[src/rtl/fifo_pkg.sv]
// Shared FSM encoding and line constants for the FIFO serial drain.
package fifo_pkg;

    localparam logic [2:0] ST_IDLE  = 3'd0;
    localparam logic [2:0] ST_REQ   = 3'd1;
    localparam logic [2:0] ST_WAIT  = 3'd2;
    localparam logic [2:0] ST_START = 3'd3;
    localparam logic [2:0] ST_DATA  = 3'd4;
    localparam logic [2:0] ST_STOP  = 3'd5;

    typedef enum logic [2:0] {
        IDLE  = ST_IDLE,
        REQ   = ST_REQ,
        WAIT  = ST_WAIT,
        START = ST_START,
        DATA  = ST_DATA,
        STOP  = ST_STOP
    } state_t;

    localparam logic LINE_IDLE = 1'b1;

endpackage

[src/rtl/fifo_serial_drain_if.sv]
// FIFO read port plus serial line bundle; master is the drain, slave the environment.
interface fifo_serial_drain_if #(
    parameter int DATO_WIDTH = 3
);
    logic                  en;
    logic                  empy;
    logic [DATO_WIDTH-1:0] datout;
    logic                  rclk;
    logic                  tx;
    logic                  busy;
    logic                  done;
    logic [7:0]            sent;

    modport master (
        input  en, empy, datout,
        output rclk, tx, busy, done, sent
    );

    modport slave (
        output en, empy, datout,
        input  rclk, tx, busy, done, sent
    );
endinterface

[src/rtl/fifo_bit_timer.sv]
// Bit-period counter: tick marks the last clk of each CLKS_PER_BIT-long bit.
module fifo_bit_timer #(
    parameter int CLKS_PER_BIT = 4
) (
    input  logic clk,
    input  logic rst,
    input  logic clear,
    input  logic run,
    output logic tick
);
    localparam int            CW   = (CLKS_PER_BIT > 1) ? $clog2(CLKS_PER_BIT) : 1;
    localparam logic [CW-1:0] LAST = CW'(CLKS_PER_BIT - 1);

    logic [CW-1:0] cnt_reg;

    assign tick = run && (cnt_reg == LAST);

    always_ff @(posedge clk) begin
        if (rst || clear) begin
            cnt_reg <= '0;
        end else if (run) begin
            cnt_reg <= tick ? '0 : cnt_reg + 1'b1;
        end
    end
endmodule

[src/rtl/fifo_serial_drain.sv]
// Pops one word from the FIFO read port and sends it as start / LSB-first data / stop.
module fifo_serial_drain
    import fifo_pkg::*;
#(
    parameter int DATO_WIDTH   = 3,
    parameter int CLKS_PER_BIT = 4,
    parameter int READ_LAT     = 1
) (
    input  logic                clk,
    input  logic                rst,
    fifo_serial_drain_if.master bus
);
    localparam int            BW        = $clog2(DATO_WIDTH + 1);
    localparam int            LW        = (READ_LAT > 1) ? $clog2(READ_LAT) : 1;
    localparam logic [BW-1:0] LAST_BIT  = BW'(DATO_WIDTH - 1);
    localparam logic [LW-1:0] LAST_WAIT = LW'(READ_LAT - 1);

    state_t                state_reg, state_next;
    logic [DATO_WIDTH-1:0] shift_reg, shift_next;
    logic [BW-1:0]         bit_reg, bit_next;
    logic [LW-1:0]         wait_reg, wait_next;
    logic [7:0]            sent_reg, sent_next;
    logic                  tx_reg, tx_next;
    logic                  rclk_reg, rclk_next;
    logic                  busy_reg, busy_next;
    logic                  done_reg, done_next;
    logic                  tick, timer_run, timer_clear;

    assign timer_run   = state_reg inside {START, DATA, STOP};
    assign timer_clear = (state_next != state_reg);

    fifo_bit_timer #(
        .CLKS_PER_BIT(CLKS_PER_BIT)
    ) u_bit_timer (
        .clk  (clk),
        .rst  (rst),
        .clear(timer_clear),
        .run  (timer_run),
        .tick (tick)
    );

    always_comb begin
        state_next = state_reg;
        shift_next = shift_reg;
        bit_next   = bit_reg;
        wait_next  = wait_reg;
        sent_next  = sent_reg;
        done_next  = 1'b0;
        case (state_reg)
            IDLE:  if (bus.en && !bus.empy) state_next = REQ;
            REQ:   state_next = WAIT;
            WAIT: begin
                // The read is already committed, so empy is ignored from here on.
                if (wait_reg == LAST_WAIT) begin
                    shift_next = bus.datout;
                    state_next = START;
                end else begin
                    wait_next = wait_reg + 1'b1;
                end
            end
            START: if (tick) state_next = DATA;
            DATA: begin
                if (tick) begin
                    shift_next = shift_reg >> 1;
                    if (bit_reg == LAST_BIT) state_next = STOP;
                    else                     bit_next   = bit_reg + 1'b1;
                end
            end
            STOP: begin
                if (tick) begin
                    state_next = IDLE;
                    done_next  = 1'b1;
                    sent_next  = sent_reg + 8'd1;
                end
            end
            default: state_next = IDLE;
        endcase

        if (state_next != state_reg) begin
            bit_next  = '0;
            wait_next = '0;
        end

        // Outputs are decoded from the next state so the registers line up with it.
        rclk_next = (state_next == REQ);
        busy_next = (state_next != IDLE);
        case (state_next)
            START:   tx_next = 1'b0;
            DATA:    tx_next = shift_next[0];
            default: tx_next = LINE_IDLE;
        endcase
    end

    always_ff @(posedge clk) begin
        if (rst) begin
            state_reg <= IDLE;
            shift_reg <= '0;
            bit_reg   <= '0;
            wait_reg  <= '0;
            sent_reg  <= '0;
            tx_reg    <= LINE_IDLE;
            rclk_reg  <= 1'b0;
            busy_reg  <= 1'b0;
            done_reg  <= 1'b0;
        end else begin
            state_reg <= state_next;
            shift_reg <= shift_next;
            bit_reg   <= bit_next;
            wait_reg  <= wait_next;
            sent_reg  <= sent_next;
            tx_reg    <= tx_next;
            rclk_reg  <= rclk_next;
            busy_reg  <= busy_next;
            done_reg  <= done_next;
        end
    end

    assign bus.rclk = rclk_reg;
    assign bus.tx   = tx_reg;
    assign bus.busy = busy_reg;
    assign bus.done = done_reg;
    assign bus.sent = sent_reg;
endmodule
[src/flat_wrapper.sv]
// flat-port wrapper written by rule: the top's interface ports become plain ports
module fifo_serial_drain_flat import fifo_pkg::*;
#(
    parameter int DATO_WIDTH   = 3,
    parameter int CLKS_PER_BIT = 4,
    parameter int READ_LAT     = 1
)
  (clk, rst, bus_en, bus_empy, bus_datout, bus_rclk, bus_tx, bus_busy, bus_done, bus_sent);
  fifo_serial_drain_if #(.DATO_WIDTH(DATO_WIDTH)) bus_i ();
  input  logic clk;
  input  logic rst;
  input wire logic [$bits(bus_i.en)-1:0] bus_en;
  input wire logic [$bits(bus_i.empy)-1:0] bus_empy;
  input wire logic [$bits(bus_i.datout)-1:0] bus_datout;
  output wire logic [$bits(bus_i.rclk)-1:0] bus_rclk;
  output wire logic [$bits(bus_i.tx)-1:0] bus_tx;
  output wire logic [$bits(bus_i.busy)-1:0] bus_busy;
  output wire logic [$bits(bus_i.done)-1:0] bus_done;
  output wire logic [$bits(bus_i.sent)-1:0] bus_sent;
  assign bus_i.en = bus_en;
  assign bus_i.empy = bus_empy;
  assign bus_i.datout = bus_datout;
  assign bus_rclk = bus_i.rclk;
  assign bus_tx = bus_i.tx;
  assign bus_busy = bus_i.busy;
  assign bus_done = bus_i.done;
  assign bus_sent = bus_i.sent;
  fifo_serial_drain #(.DATO_WIDTH(DATO_WIDTH), .CLKS_PER_BIT(CLKS_PER_BIT), .READ_LAT(READ_LAT)) u_core (.clk(clk), .rst(rst), .bus(bus_i));
endmodule
[config.mk]
export PLATFORM = sky130hd
export DESIGN_NAME = fifo_serial_drain_flat
export DESIGN_NICKNAME = d
export VERILOG_FILES = /design/src/rtl/fifo_pkg.sv /design/src/rtl/fifo_serial_drain_if.sv /design/src/rtl/fifo_bit_timer.sv /design/src/rtl/fifo_serial_drain.sv /design/src/flat_wrapper.sv
export SDC_FILE = /design/constraint.sdc
export NUM_CORES = 1
export LEC_CHECK = 0
export BUFFER_PORTS_ARGS = -buffer_cell sky130_fd_sc_hd__buf_4
export CELL_PAD_IN_SITES_DETAIL_PLACEMENT = 2
export CELL_PAD_IN_SITES_GLOBAL_PLACEMENT = 2
export CORE_ASPECT_RATIO = 1.25
export CORE_MARGIN = 2
export CORE_UTILIZATION = 35
export DETAILED_ROUTE_END_ITERATION = 12
export PLACE_DENSITY = 0.86
export RECOVER_POWER = 25
export SLEW_MARGIN = 40
export SYNTH_ARGS = -nofsm -noshare
export SYNTH_HDL_FRONTEND = slang
export SYNTH_HIERARCHICAL = 1
export SYNTH_SLANG_ARGS = --single-unit
[constraint.sdc]
create_clock -name clk -period 4.9 [get_ports clk]
set_input_delay 1.47 -clock clk [delete_from_list [all_inputs] [get_ports clk]]
set_output_delay 1.47 -clock clk [all_outputs]
set_load 0.05 [all_outputs]
; ---- After elaboration in Yosys (flattened, before gate mapping)
; Index checks and enable logic that the tools add are counted.
[classes]
n_addsub = 4
eq_ne = 13
mux = 14
bitwise = 2
n_reduce_logical = 13
[op_table]
columns = cell, count
row1 = 3-bit 2-to-1 mux, 8
row2 = 3-bit case mux with 6 select lines, 1
row3 = "3-bit by 2-bit == test with 1-bit output, second input constant", 3
row4 = "3-bit == test, second input constant", 3
row5 = "8-bit by 1-bit adder with 8-bit output, second input constant", 1
row6 = "3-bit by 1-bit == test with 1-bit output, second input constant", 2
row7 = 3-bit case mux with 2 select lines, 1
row8 = 3-bit AND reduction, 2
row9 = 3-bit nonzero test, 2
row10 = "2-bit by 1-bit adder with 2-bit output, second input constant", 2
row11 = "2-bit == test, second input constant", 2
row12 = "2-bit != test, second input constant", 2
row13 = 2-bit OR reduction, 2
row14 = 3-bit logical NOT, 1
row15 = 3-bit != test, 1
row16 = 1-bit logical AND, 2
row17 = 1-bit 2-to-1 mux, 2
row18 = 2-bit 2-to-1 mux, 1
row19 = 1-bit NOT, 2
row20 = 1-bit case mux with 2 select lines, 1
row21 = 2-bit AND reduction, 1
row22 = 2-bit nonzero test, 1
row23 = "1-bit adder, second input constant", 1
row24 = 1-bit logical NOT, 1
row25 = 1-bit logical OR, 1
[totals]
reg_bits = 23
input_bits = 7
output_inout_bits = 12
elab_cells = 57

; ---- Logic depth before layout (Yosys ltp)
[depth]
ltp_word = 7
depth_mapped = 9
depth_no_buf = 7

; ---- By module
; Netlist, hierarchy kept.
[by_module_without_submodules]
columns = module, instances, cells_each, area_per_inst_um2
row1 = fifo_serial_drain, 1, 107, 983.4
row2 = fifo_bit_timer, 1, 9, 101.3

; ---- Least setup slack after synthesis
; No wires, ideal clock.
[synth_timing]
kind = input -> register
start = in rst
end = reg u_core.tx_reg (netlist: u_core/bus.tx)
t_arrival_ns = 2.234
setup_slack_ns = 2.546
path_stages = 3
n_path_buf = 1
cell_sequence = clkbuf_1 > or3b_2 > o31a_1
[synth_lines]
columns = element, line_no
row1 = "start, declared", flat_wrapper.sv:11  ; input logic rst;
row2 = "end signal, assigned", fifo_serial_drain.sv:111  ; tx_reg <= tx_next;
row3 = "end, declared", fifo_serial_drain.sv:23  ; logic tx_reg, tx_next;

; ---- Final worst setup path
[layout_timing]
start = reg u_core.state_reg[2]
end = reg u_core.bit_reg[1]
[layout_via]
elab_chain_cells = 7
word_cells_on_any_way = 18
classes_between = 6 x eq/ne / 7 x mux / 5 x reduce/logical
[layout_lines]
columns = element, line_no
row1 = "start, declared", fifo_serial_drain.sv:18  ; state_t state_reg, state_next;
row2 = "start signal, assigned", fifo_serial_drain.sv:106  ; state_reg <= state_next;
row3 = 3-bit by 2-bit == test with 1-bit output / 3-bit == test (equally long branches), fifo_serial_drain.sv:29  ; assign timer_run = state_reg inside {START, DATA, STOP};
row4 = 3-bit nonzero test *, fifo_serial_drain.sv:29
row5 = via u_core.timer_run, fifo_serial_drain.sv:27  ; logic tick, timer_run, timer_clear;
row6 = 1-bit logical AND *, fifo_bit_timer.sv:16  ; assign tick = run && (cnt_reg == LAST);
row7 = via u_core.tick, fifo_serial_drain.sv:27
row8 = 3-bit 2-to-1 mux (on tied branches), "fifo_serial_drain.sv:70, fifo_serial_drain.sv:61, fifo_serial_drain.sv:63"
row9 = 3-bit case mux with 6 select lines, fifo_serial_drain.sv:49  ; case (state_reg)
row10 = 3-bit != test, fifo_serial_drain.sv:79  ; if (state_next != state_reg) begin
row11 = 2-bit OR reduction (no source line), n/a
row12 = "end signal, assigned", fifo_serial_drain.sv:108  ; bit_reg <= bit_next;
row13 = "end, declared", fifo_serial_drain.sv:20  ; logic [BW-1:0] bit_reg, bit_next;
; The timed path passes the listed nets; every way through them passes the cells marked *.
; A chain may end at the register's enable or synchronous reset.

==> out/qor.csv <==
metric;value;unit
outcome;finished, final reports clean;
synth_cell_types;46;
cts-root-buf;clkbuf_4;
vias_per_cell;5.49;
die_x;53.8;um
ctsResizeCount;0;
drcViolationCount;0;
io_pins;19;
synth_edf_count;0;
fill_cells;356;
rsz0062_at_grt;false;
cap_viol_max_count;0;
grt_pass1_vias;1019;
fmax;0.377;GHz
dieArea;3560;sq um
hold_ws;0.486;ns
netlist_area;1080;sq um
place_ws;2.35;ns
dpl.hpwl;1960;um
dpl.cell_count;163;
cp_slowest_stage_delay;0.62;ns
antenna_found_initial;0;
drt_iter0_markers;15;
htree_levels;1;
grt_use_total;17.7;%
leakage;0.478;nW
cts_setup_buffers;0;
crit_buf_inv;0;
antenna_left;0;
multiInputGateArea;578;sq um
start_util;36.8;%
gp_congestion;0.694;
grt_start_max_net_pins;22;
slew_headroom;60.3;%
regArea;440;sq um
fin_crit_sh;54.1;%
final_util;42.2;%
layout.nets;142;
gr-total-overflow;0;
fin_skew;0.00306;ns
die_height;66.2;um
finalMaxSlewViolations;0;
drive_gt1_share;19.8;%
wire_per_inst;16.0;um
setup_viol;0;
critPathSlowestCell;dfxtp_1;
synth-seq-area-share;40.6;%
fp-row-count;22;
worstPathRequired;5.13;ns
synth_seq_cells;22;
synth_flop_cell;dfxtp_1;
wl;2680;um
cp.arrival;2.88;ns
cp_top_family;simple AND/OR/NAND/NOR gates;
worst_setup_path_end_kind;flop;
layout_min_cycle_time;2.65;ns
hold_viol_final;0;
cts_buffers;3;
portBuffers;18;
ir_drop;0.000191;V
crit_path_start_kind;flop;
grt_pass1_wl;4610;um
tns;0;ns
syn_nets;126;
hold_path.class;flop to flop;
crit_type;flop to flop;
cp_max_fo;13;
dr.pass1.iters;4;
power_density;294;nW/um^2
ys.warnings.count;6;
area_delta_synth_final;14.6;%
avgSynthCellArea;9.35;sq um
dr_total_vias;916;
async_reset_ff_share;0;%
stdcell_count;167;
insertion_delay;0.32;ns
clk_pin_slew;0.13;ns
tightest_slew;0.599;ns
synthCells;116;
crit_chain;nor2b_1 -> o21bai_1 -> and2_0 -> and4bb_1 -> and2b_2 -> nor2_2 -> a2111oi_4;
cts_sinks;22;
largest_reg_flops;8;
postCtsHoldBufs;0;
clock_path_buffers;2;
num_antenna_cells;0;
worst_slack;2.25;ns
core_area;2950;sq um
cts_tree;done;
worst paths after layout:
kind / start / to / slack, ns / depth (start not counted)
worst max-delay path: u_core/state_reg[2]$_SDFF_PP0_ / u_core/bit_reg[1]$_SDFFE_PP0P_ / 2.25 / 7
worst min-delay path: u_core/shift_reg[1]$_SDFFE_PP0P_ / u_core/shift_reg[1]$_SDFFE_PP0P_ / 0.49 / 2
worst max register to register: u_core/state_reg[2]$_SDFF_PP0_ / u_core/bit_reg[1]$_SDFFE_PP0P_ / 2.25 / 7
worst min register to register: u_core/shift_reg[1]$_SDFFE_PP0P_ / u_core/shift_reg[1]$_SDFFE_PP0P_ / 0.49 / 2
cell type report:
| cell class | instances | share of cell area, % |
|---|---|---|
| Clock buffer | 3 | 1.81 |
| Clock inverter | 1 | 2.41 |
| Inverter | 2 | 0.604 |
| Multi-Input combinational cell | 85 | 46.5 |
| Sequential cell | 22 | 35.4 |
| Tap cell | 36 | 3.62 |
| Timing Repair Buffer | 18 | 9.66 |
cells in the mapped netlist (2+ instances only):
master | instances | share of area, %
and3_1 | 2 | 1.2
or3_1 | 2 | 1.2
xor2_1 | 3 | 2.4
buf_6 | 3 | 3.1
nor2_1 | 12 | 4.2
nand2b_1 | 2 | 1.2
o21ai_0 | 3 | 1.4
a22oi_1 | 3 | 2.1
clkbuf_1 | 3 | 1.0
dfxtp_1 | 22 | 41
a21oi_1 | 6 | 2.8
nand4_1 | 3 | 1.7
ha_1 | 3 | 3.5
nand2_1 | 9 | 3.1
xnor2_1 | 4 | 3.2
nor3_1 | 4 | 1.8
nor2b_1 | 3 | 1.7
where the power goes:
part	total [mW]	internal (mW)	switching, mW
sequential	0.189	0.184	0.00541
combinational	0.0341	0.0125	0.0216
clock	0.142	0.0828	0.0593
total	0.365	0.279	0.0863
per-stage QoR:
step	power [mW]	area [sq um]
global route	0.385	1240
finish	0.365	1240
CTS	0.372	1260
detailed placement	0.230	1210
floorplan	0.219	1080
global placement	0.227	1210
logic make-up (layout without fill, tap and decap cells):
family / count (synthesis) / count (layout) / synth area share, %
multiplexers: 1 / 1 / 0.923
flip-flops: 22 / 22 / 40.6
AND/OR/NAND/NOR: 52 / 52 / 28.0
adder cells (fa/ha/maj): 3 / 3 / 3.46
XOR/XNOR: 7 / 7 / 5.65
AO/OA/AOI/OAI: 22 / 22 / 15.8
buffers and inverters: 9 / 24 / 5.54
cell usage in the layout (no fill, tap or decap), types with 2 or more instances in the layout:
| cell type | instances |
|---|---|
| clkbuf_1 | 4 |
| and3_1 | 2 |
| nand4_1 | 3 |
| xor2_1 | 3 |
| xnor2_1 | 4 |
| clkbuf_4 | 3 |
| ha_1 | 3 |
| a21oi_1 | 6 |
| buf_4 | 14 |
| nor2_1 | 12 |
| nand2_1 | 9 |
| nor3_1 | 4 |
| a22oi_1 | 3 |
| or3_1 | 2 |
| nor2b_1 | 3 |
| nand2b_1 | 2 |
| o21ai_0 | 4 |
| dfxtp_1 | 22 |
per-layer routing:
metal / global-route usage, % / wire (um)
met5: 0 / 0
met3: 2.71 / 92
met1: 18.6 / 1040
met2: 32.5 / 1460
met4: 8.97 / 80
tightest hold or removal path: stages, from the launching register on:
cell and delay, ns:
dfxtp_1 0.34, nand2_1 0.06, a21oi_1 0.06
Power figures use the tool's default switching activity.
